**config.mk**
```make
export PLATFORM = sky130hd
export DESIGN_NAME = brissue_sched
export DESIGN_NICKNAME = d
export VERILOG_FILES = /design/src/rtl/brissue_sched_pkg.sv /design/src/rtl/brissue_wakeup.sv /design/src/rtl/brissue_sched.sv
export SDC_FILE = /design/constraint.sdc
export NUM_CORES = 2
export LEC_CHECK = 0
export ABC_AREA = 1
export CORE_MARGIN = 2
export CORE_UTILIZATION = 59
export CTS_CLUSTER_SIZE = 14
export DETAILED_ROUTE_END_ITERATION = 10
export PLACE_DENSITY = 0.81
export SLEW_MARGIN = 20
export SYNTH_ARGS = -nofsm -noshare
export SYNTH_HDL_FRONTEND = slang
export SYNTH_SLANG_ARGS = --single-unit
```
**constraint.sdc**
```tcl
create_clock -name clk -period 2.05 [get_ports clk]
set_input_delay 0.3075 -clock clk [delete_from_list [all_inputs] [get_ports clk]]
set_output_delay 0.3075 -clock clk [all_outputs]
set_load 0.03 [all_outputs]
```
**src/rtl/brissue_sched_pkg.sv**
```systemverilog
// Shared constants for the branch issue scheduler: default field widths,
// RV32 control-flow opcodes and the queue update encoding.
package brissue_sched_pkg;

    localparam int DEF_DEPTH        = 4;
    localparam int DEF_DATA_LEN     = 32;
    localparam int DEF_ADDR_LEN     = 32;
    localparam int DEF_RRF_SEL      = 6;
    localparam int DEF_SPECTAG_LEN  = 5;
    localparam int DEF_ALU_OP_WIDTH = 4;
    localparam int DEF_NUM_WB       = 2;

    localparam logic [6:0] RV32_OP_JAL    = 7'b1101111;
    localparam logic [6:0] RV32_OP_JALR   = 7'b1100111;
    localparam logic [6:0] RV32_OP_BRANCH = 7'b1100011;

    // Occupancy update selector: {dispatch, issue}
    typedef enum logic [1:0] {
        Q_HOLD  = 2'b00,
        Q_ISSUE = 2'b01,
        Q_DISP  = 2'b10,
        Q_BOTH  = 2'b11
    } q_act_e;

endpackage

```
**src/rtl/brissue_wakeup.sv**
```systemverilog
// Per-source tag match against the snooped writeback buses; the lowest
// matching bus index supplies the data.
module brissue_wakeup
#(
    parameter int NUM_WB   = 2,
    parameter int RRF_SEL  = 6,
    parameter int DATA_LEN = 32
)
(
    input  logic [RRF_SEL-1:0]         tag,
    input  logic [NUM_WB-1:0]          wb_valid,
    input  logic [NUM_WB*RRF_SEL-1:0]  wb_tag,
    input  logic [NUM_WB*DATA_LEN-1:0] wb_data,
    output logic                       hit,
    output logic [DATA_LEN-1:0]        data
);

    logic sel_s;

    // Scan from the highest bus down so the lowest index is applied last.
    always_comb begin
        hit   = 1'b0;
        data  = '0;
        sel_s = 1'b0;
        for (int b = NUM_WB - 1; b >= 0; b--) begin
            sel_s = wb_valid[b] && (wb_tag[b*RRF_SEL +: RRF_SEL] == tag);
            hit   = hit | sel_s;
            data  = sel_s ? wb_data[b*DATA_LEN +: DATA_LEN] : data;
        end
    end

endmodule

```
**src/rtl/brissue_sched.sv**
```systemverilog
// In-order issue queue for the branch unit: captures operands from the
// writeback buses and issues the oldest ready entry, flushing on mispredict.
module brissue_sched
    import brissue_sched_pkg::*;
#(
    parameter int DEPTH        = DEF_DEPTH,
    parameter int DATA_LEN     = DEF_DATA_LEN,
    parameter int ADDR_LEN     = DEF_ADDR_LEN,
    parameter int RRF_SEL      = DEF_RRF_SEL,
    parameter int SPECTAG_LEN  = DEF_SPECTAG_LEN,
    parameter int ALU_OP_WIDTH = DEF_ALU_OP_WIDTH,
    parameter int NUM_WB       = DEF_NUM_WB
)
(
    input  logic                       clk,
    input  logic                       reset,
    input  logic                       disp_valid,
    output logic                       disp_ready,
    input  logic [DATA_LEN-1:0]        disp_src1,
    input  logic [DATA_LEN-1:0]        disp_src2,
    input  logic                       disp_rdy1,
    input  logic                       disp_rdy2,
    input  logic [RRF_SEL-1:0]         disp_tag1,
    input  logic [RRF_SEL-1:0]         disp_tag2,
    input  logic [ADDR_LEN-1:0]        disp_pc,
    input  logic [ADDR_LEN-1:0]        disp_praddr,
    input  logic [DATA_LEN-1:0]        disp_imm,
    input  logic                       disp_dstval,
    input  logic [ALU_OP_WIDTH-1:0]    disp_alu_op,
    input  logic [6:0]                 disp_opcode,
    input  logic [SPECTAG_LEN-1:0]     disp_spectag,
    input  logic                       disp_specbit,
    input  logic [NUM_WB-1:0]          wb_valid,
    input  logic [NUM_WB*RRF_SEL-1:0]  wb_tag,
    input  logic [NUM_WB*DATA_LEN-1:0] wb_data,
    input  logic                       prmiss,
    input  logic                       prsuccess,
    input  logic [SPECTAG_LEN-1:0]     res_spectag,
    output logic                       issue,
    output logic [DATA_LEN-1:0]        ex_src1,
    output logic [DATA_LEN-1:0]        ex_src2,
    output logic [DATA_LEN-1:0]        ex_imm,
    output logic [ADDR_LEN-1:0]        ex_pc,
    output logic [ADDR_LEN-1:0]        ex_praddr,
    output logic                       ex_dstval,
    output logic [ALU_OP_WIDTH-1:0]    ex_alu_op,
    output logic [6:0]                 ex_opcode,
    output logic [SPECTAG_LEN-1:0]     ex_spectag,
    output logic                       ex_specbit,
    output logic [$clog2(DEPTH):0]     count
);

    localparam int PTR_W = $clog2(DEPTH);
    localparam int CNT_W = PTR_W + 1;

    logic [DEPTH-1:0]        valid_r;
    logic [DEPTH-1:0]        rdy1_r;
    logic [DEPTH-1:0]        rdy2_r;
    logic [DEPTH-1:0]        specbit_r;
    logic [DEPTH-1:0]        dstval_r;
    logic [DATA_LEN-1:0]     src1_r    [DEPTH];
    logic [DATA_LEN-1:0]     src2_r    [DEPTH];
    logic [DATA_LEN-1:0]     imm_r     [DEPTH];
    logic [RRF_SEL-1:0]      tag1_r    [DEPTH];
    logic [RRF_SEL-1:0]      tag2_r    [DEPTH];
    logic [ADDR_LEN-1:0]     pc_r      [DEPTH];
    logic [ADDR_LEN-1:0]     praddr_r  [DEPTH];
    logic [ALU_OP_WIDTH-1:0] alu_op_r  [DEPTH];
    logic [6:0]              opcode_r  [DEPTH];
    logic [SPECTAG_LEN-1:0]  spectag_r [DEPTH];

    logic [PTR_W-1:0] head_r;
    logic [PTR_W-1:0] tail_r;
    logic [CNT_W-1:0] count_r;
    logic             issue_r;

    logic [DEPTH-1:0]    hit1_s;
    logic [DEPTH-1:0]    hit2_s;
    logic [DATA_LEN-1:0] wdata1_s [DEPTH];
    logic [DATA_LEN-1:0] wdata2_s [DEPTH];
    logic                dhit1_s;
    logic                dhit2_s;
    logic [DATA_LEN-1:0] ddata1_s;
    logic [DATA_LEN-1:0] ddata2_s;

    logic                do_disp_s;
    logic                do_issue_s;
    logic                spec_ok_s;
    q_act_e              q_act_s;

    genvar g;
    for (g = 0; g < DEPTH; g++) begin : g_wake
        brissue_wakeup #(.NUM_WB(NUM_WB), .RRF_SEL(RRF_SEL), .DATA_LEN(DATA_LEN)) u_wake1 (
            .tag(tag1_r[g]), .wb_valid(wb_valid), .wb_tag(wb_tag), .wb_data(wb_data),
            .hit(hit1_s[g]), .data(wdata1_s[g])
        );
        brissue_wakeup #(.NUM_WB(NUM_WB), .RRF_SEL(RRF_SEL), .DATA_LEN(DATA_LEN)) u_wake2 (
            .tag(tag2_r[g]), .wb_valid(wb_valid), .wb_tag(wb_tag), .wb_data(wb_data),
            .hit(hit2_s[g]), .data(wdata2_s[g])
        );
    end

    brissue_wakeup #(.NUM_WB(NUM_WB), .RRF_SEL(RRF_SEL), .DATA_LEN(DATA_LEN)) u_byp1 (
        .tag(disp_tag1), .wb_valid(wb_valid), .wb_tag(wb_tag), .wb_data(wb_data),
        .hit(dhit1_s), .data(ddata1_s)
    );
    brissue_wakeup #(.NUM_WB(NUM_WB), .RRF_SEL(RRF_SEL), .DATA_LEN(DATA_LEN)) u_byp2 (
        .tag(disp_tag2), .wb_valid(wb_valid), .wb_tag(wb_tag), .wb_data(wb_data),
        .hit(dhit2_s), .data(ddata2_s)
    );

    assign disp_ready = (count_r < CNT_W'(DEPTH));
    assign count      = count_r;
    // Only combinational output path: squashes a wrong-path issue on mispredict.
    assign issue      = issue_r & ~prmiss;

    // Dispatch/issue qualification and occupancy action select.
    always_comb begin
        do_disp_s  = disp_valid & disp_ready & ~prmiss;
        do_issue_s = valid_r[head_r] & rdy1_r[head_r] & rdy2_r[head_r] & ~prmiss;
        spec_ok_s  = prsuccess & ~prmiss;
        q_act_s    = q_act_e'({do_disp_s, do_issue_s});
    end

    // Queue entry storage: wakeup, speculative-bit clear, dispatch write, flush.
    always_ff @(posedge clk or negedge reset) begin
        if (!reset) begin
            valid_r   <= '0;
            rdy1_r    <= '0;
            rdy2_r    <= '0;
            specbit_r <= '0;
            dstval_r  <= '0;
            for (int i = 0; i < DEPTH; i++) begin
                src1_r[i]    <= '0;
                src2_r[i]    <= '0;
                imm_r[i]     <= '0;
                tag1_r[i]    <= '0;
                tag2_r[i]    <= '0;
                pc_r[i]      <= '0;
                praddr_r[i]  <= '0;
                alu_op_r[i]  <= '0;
                opcode_r[i]  <= '0;
                spectag_r[i] <= '0;
            end
        end else if (prmiss) begin
            valid_r <= '0;
        end else begin
            for (int i = 0; i < DEPTH; i++) begin
                if (valid_r[i] && !rdy1_r[i] && hit1_s[i]) begin
                    rdy1_r[i] <= 1'b1;
                    src1_r[i] <= wdata1_s[i];
                end
                if (valid_r[i] && !rdy2_r[i] && hit2_s[i]) begin
                    rdy2_r[i] <= 1'b1;
                    src2_r[i] <= wdata2_s[i];
                end
                if (spec_ok_s && valid_r[i] && (spectag_r[i] == res_spectag)) begin
                    specbit_r[i] <= 1'b0;
                end
            end
            if (do_issue_s) begin
                valid_r[head_r] <= 1'b0;
            end
            if (do_disp_s) begin
                valid_r[tail_r]   <= 1'b1;
                rdy1_r[tail_r]    <= disp_rdy1 | dhit1_s;
                rdy2_r[tail_r]    <= disp_rdy2 | dhit2_s;
                src1_r[tail_r]    <= (!disp_rdy1 && dhit1_s) ? ddata1_s : disp_src1;
                src2_r[tail_r]    <= (!disp_rdy2 && dhit2_s) ? ddata2_s : disp_src2;
                tag1_r[tail_r]    <= disp_tag1;
                tag2_r[tail_r]    <= disp_tag2;
                imm_r[tail_r]     <= disp_imm;
                pc_r[tail_r]      <= disp_pc;
                praddr_r[tail_r]  <= disp_praddr;
                dstval_r[tail_r]  <= disp_dstval;
                alu_op_r[tail_r]  <= disp_alu_op;
                opcode_r[tail_r]  <= disp_opcode;
                spectag_r[tail_r] <= disp_spectag;
                specbit_r[tail_r] <= disp_specbit & ~(spec_ok_s && (disp_spectag == res_spectag));
            end
        end
    end

    // Head/tail pointers and occupancy; pointers wrap naturally at DEPTH.
    always_ff @(posedge clk or negedge reset) begin
        if (!reset) begin
            head_r  <= '0;
            tail_r  <= '0;
            count_r <= '0;
        end else if (prmiss) begin
            head_r  <= '0;
            tail_r  <= '0;
            count_r <= '0;
        end else begin
            if (do_disp_s) begin
                tail_r <= tail_r + PTR_W'(1);
            end
            if (do_issue_s) begin
                head_r <= head_r + PTR_W'(1);
            end
            case (q_act_s)
                Q_DISP:  count_r <= count_r + CNT_W'(1);
                Q_ISSUE: count_r <= count_r - CNT_W'(1);
                default: count_r <= count_r;
            endcase
        end
    end

    // Issue register: loads the head entry on issue, otherwise holds the last one.
    always_ff @(posedge clk or negedge reset) begin
        if (!reset) begin
            issue_r    <= 1'b0;
            ex_src1    <= '0;
            ex_src2    <= '0;
            ex_imm     <= '0;
            ex_pc      <= '0;
            ex_praddr  <= '0;
            ex_dstval  <= 1'b0;
            ex_alu_op  <= '0;
            ex_opcode  <= '0;
            ex_spectag <= '0;
            ex_specbit <= 1'b0;
        end else if (do_issue_s) begin
            issue_r    <= 1'b1;
            ex_src1    <= src1_r[head_r];
            ex_src2    <= src2_r[head_r];
            ex_imm     <= imm_r[head_r];
            ex_pc      <= pc_r[head_r];
            ex_praddr  <= praddr_r[head_r];
            ex_dstval  <= dstval_r[head_r];
            ex_alu_op  <= alu_op_r[head_r];
            ex_opcode  <= opcode_r[head_r];
            ex_spectag <= spectag_r[head_r];
            ex_specbit <= specbit_r[head_r] & ~(spec_ok_s && (spectag_r[head_r] == res_spectag));
        end else begin
            issue_r <= 1'b0;
            if (spec_ok_s && issue_r && (ex_spectag == res_spectag)) begin
                ex_specbit <= 1'b0;
            end
        end
    end

endmodule

```
==> flow_metrics.env <==
export IMPL_status="finished with violations"
export IMPL_violations="setup timing"
export IMPL_setup_worst_path_class="flip-flop to flip-flop"
export IMPL_crit_required_ps=2690
export IMPL_grt_max_degree=213
export IMPL_start_kind="flip-flop"
export IMPL_synthArstFlopShare=1.000
export IMPL_dr_pass1_iters=9
export IMPL_finalMaxSlewViolations=0
export IMPL_tightest_slew_ps=1220
export IMPL_ys_seq_area_frac=0.4406
export IMPL_p_per_area_nw_per_um2=1199
export IMPL_finalHoldViolations=0
export IMPL_hold_path_class="input port to flip-flop"
export IMPL_max_freq_mhz=484.0
export IMPL_core_area_um2=91520
export IMPL_clk_path_buf_depth=3
export IMPL_antenna_left=0
export IMPL_die_w_um=307.7
export IMPL_slowest_stage="dfrtp_4"
export IMPL_worstPathMaxFanout=59
export IMPL_synth_top_area_cell="dfrtp_1"
export IMPL_cp_common_cell="buf_4"
export IMPL_period_needed_ps=2066
export IMPL_hpwl_um=134200
export IMPL_regToRegEndpoint="ex_src2[30]"
export IMPL_cap_violations=0
export IMPL_instances_no_fill=9837
export IMPL_synthAdderAreaFrac=0.002207
export IMPL_cts_sinks=958
export IMPL_slowest_delay_ps=540
export IMPL_r2r_start="head_r[0]"
export IMPL_synth_area_per_cell_um2=6.734
export IMPL_nNetsFinal=8846
export IMPL_rsz0062_at_grt="yes"
export IMPL_tns_ps=-18.82
export IMPL_fin_skew_ps=27.68
export IMPL_synth_edff_count=0
export IMPL_worst_slack_ps=-16.00
export IMPL_synth_warnings=0
export IMPL_path_clk_slew_ps=60
export IMPL_start_util=0.5945
export IMPL_synth_ff_type="dfrtp_1"
export IMPL_synthMuxAreaShare=0
export IMPL_synth_cell_type_count=38
export IMPL_wl_per_cell_um=22.13
export IMPL_postSynthCellCount=8081
export IMPL_drcViolationCount=0
export IMPL_syn_area_um2=54410
export IMPL_synth_xor_area_frac=0.003863
export IMPL_drtIter0Drc=9038
export IMPL_num_vias=59710
export IMPL_antenna_found_initial=14
export IMPL_synth_area_top_cells="dfrtp_1 44%, nand2_1 22%, o21ai_0 8.0%"
export IMPL_fin_crit_sh=1.008
export IMPL_synth_top_family_by_area="simple AND/OR/NAND/NOR gates"
export IMPL_boundaryPins=463
export IMPL_overflow=0
export IMPL_grt_pass1_wl_um=326500
export IMPL_crit_arrival_ps=2710
export IMPL_drive_above_1_share=0.08818
export IMPL_die_h_um=307.7
export IMPL_area_growth_pct=24.56
export IMPL_synth_top_cell_area_share=0.4406
export IMPL_dp_cells=9612
export IMPL_wirelength_um=217700
export IMPL_synth_ff_latch_count=958
export IMPL_crit_buf_inv=5
export IMPL_grt_pass1_vias=56740
export IMPL_syn_num_nets=8370
export IMPL_clock_root_buffer="clkbuf_16"
export IMPL_design_die_area_um2=94670
export IMPL_crit_family="buffers and inverters"
export IMPL_yosys_area_share_simple=0.3628
export IMPL_htree_levels=3
export IMPL_critPathCaptureType="flip-flop"
export IMPL_port_buffers=462
export IMPL_viasPerCell=6.070
export IMPL_reg2reg_depth=9
export IMPL_synth_compound_area_frac=0.1076
export IMPL_grtUsageTotal=0.4440
export IMPL_tritoncts="done"
export IMPL_place_congestion=1.057
export IMPL_p_leak_nw=36.19
export IMPL_clk_latency_ps=720
export IMPL_slew_headroom=0.1865
export IMPL_numCtsBuffers=101
export IMPL_final_setup_viol_count=2
export IMPL_crit_chain="inv_8, buf_4, buf_4, buf_12, o21ai_0, o22ai_1, buf_4, nand2_1, nand2_1"
export IMPL_rrSetupSlack_ps=-20
export IMPL_irDropWorstVdd_v=0.0009944
export IMPL_hold_end="tail_r[0]"
export IMPL_hold_depth=4
export IMPL_rows=111
export IMPL_min_from="prmiss"
power breakdown:
part | leakage, nW | internal (mW) | switching (mW)
Clock | 1.66 | 10.7 | 8.31
Combinational | 22.1 | 11.4 | 18.5
Sequential | 12.4 | 26.9 | 5.49
what timing repair did:
item,CTS,global route
endpoints found under the hold margin,337,0
pin swaps,0,21
resized for setup,162,99
setup endpoints to repair,204,272
cloned,3,14
hold buffers,1,0
setup buffers,0,10
synthesized netlist by cell type, drive strengths merged, types with 9 or more instances:
| library cell | instances |
|---|---|
| o21ai | 880 |
| o22ai | 181 |
| dfrtp | 958 |
| xor2 | 10 |
| nor3 | 106 |
| buf | 255 |
| inv | 556 |
| clkbuf | 291 |
| nand3 | 868 |
| nor2 | 659 |
| a21oi | 49 |
| nand4 | 9 |
| xnor2 | 14 |
| nand2 | 3223 |
kinds of logic (layout without fill, tap and decap cells):
kind of cell | after synthesis | count (layout)
simple gates | 4869 | 4869
compound gates | 1117 | 1117
buf+inv | 1104 | 1664
flops | 958 | 958
xor+xnor | 24 | 24
fa+ha+maj | 9 | 9
other cells | 0 | 10
area by class of cell:
type | count | area (um^2)
inverters | 558 | 2132
flip-flops and latches | 958 | 23990
clock buffers | 142 | 2914
repair buffers | 919 | 10650
clock inverters | 45 | 481.7
diodes | 10 | 25.02
multi-input cells | 6019 | 26100
fillers | 7101 | 23750
well taps | 1186 | 1484
state kept, by name (all words and copies together), names as in the netlist, 3 cells and up:
| name | flops |
|---|---|
| src1_r | 128 |
| ex_praddr | 32 |
| ex_spectag | 5 |
| praddr_r | 128 |
| alu_op_r | 16 |
| pc_r | 128 |
| imm_r | 128 |
| ex_src2 | 32 |
| rdy2_r | 4 |
| src2_r | 128 |
| ex_pc | 32 |
| ex_src1 | 32 |
| dstval_r | 4 |
| specbit_r | 4 |
| tag1_r | 24 |
| spectag_r | 20 |
| ex_opcode | 7 |
| valid_r | 4 |
| ex_alu_op | 4 |
| rdy1_r | 4 |
| opcode_r | 28 |
| tag2_r | 24 |
| count | 3 |
| ex_imm | 32 |
layer usage:
metal,up-vias,share of wire,global-route usage
li1,26690,-,-
met1,27500,0.35,0.5525
met2,4368,0.43,0.6675
met3,1144,0.13,0.1206
met4,10,0.086,0.3213
met5,-,0.00031,0
metrics by stage:
step	setup WS [ps]	power [mW]	cell area [um^2]	hold slack, ps	utilization
global route	-87.86	85.84	67770	67.23	0.7404
global placement	-507.4	60.60	63610	266.1	0.6950
CTS	-45.11	80.31	67040	10.64	0.7325
detailed placement	-584.5	61.74	63610	273.3	0.6950
finish	-16.00	81.29	67780	38.63	0.7405
floorplan	213.0	49.55	54410	11.91	-
layout by cell type, fill, tap and decap left out, drive strengths merged, types with 14 or more instances in the layout:
cell	count
o21ai	880
dfrtp	958
inv	559
buf	445
clkdlybuf4s50	282
nand2	3223
nor3	106
clkbuf	155
nand3	868
dlygate4sd2	137
dlymetal6s2s	39
a21oi	49
clkinv	29
o22ai	181
xnor2	14
nor2	659
worst max path at each step:
stage,start,end,cells after the start
detailed placement,wb_tag[2],src2_r[22],16
finish,head_r[0],ex_src2[30],9
global route,head_r[0],ex_src2[31],7
global placement,wb_tag[4],src1_r[126],15
CTS,count[2],disp_ready,3
floorplan,head_r[1],count[1],9
worst min-delay path, cell delays in order:
cell and delay (ps):
buf_6 140, inv_8 70, nand2_1 80, o21ai_0 90
Note: power is estimated with default switching activity, not from simulation.
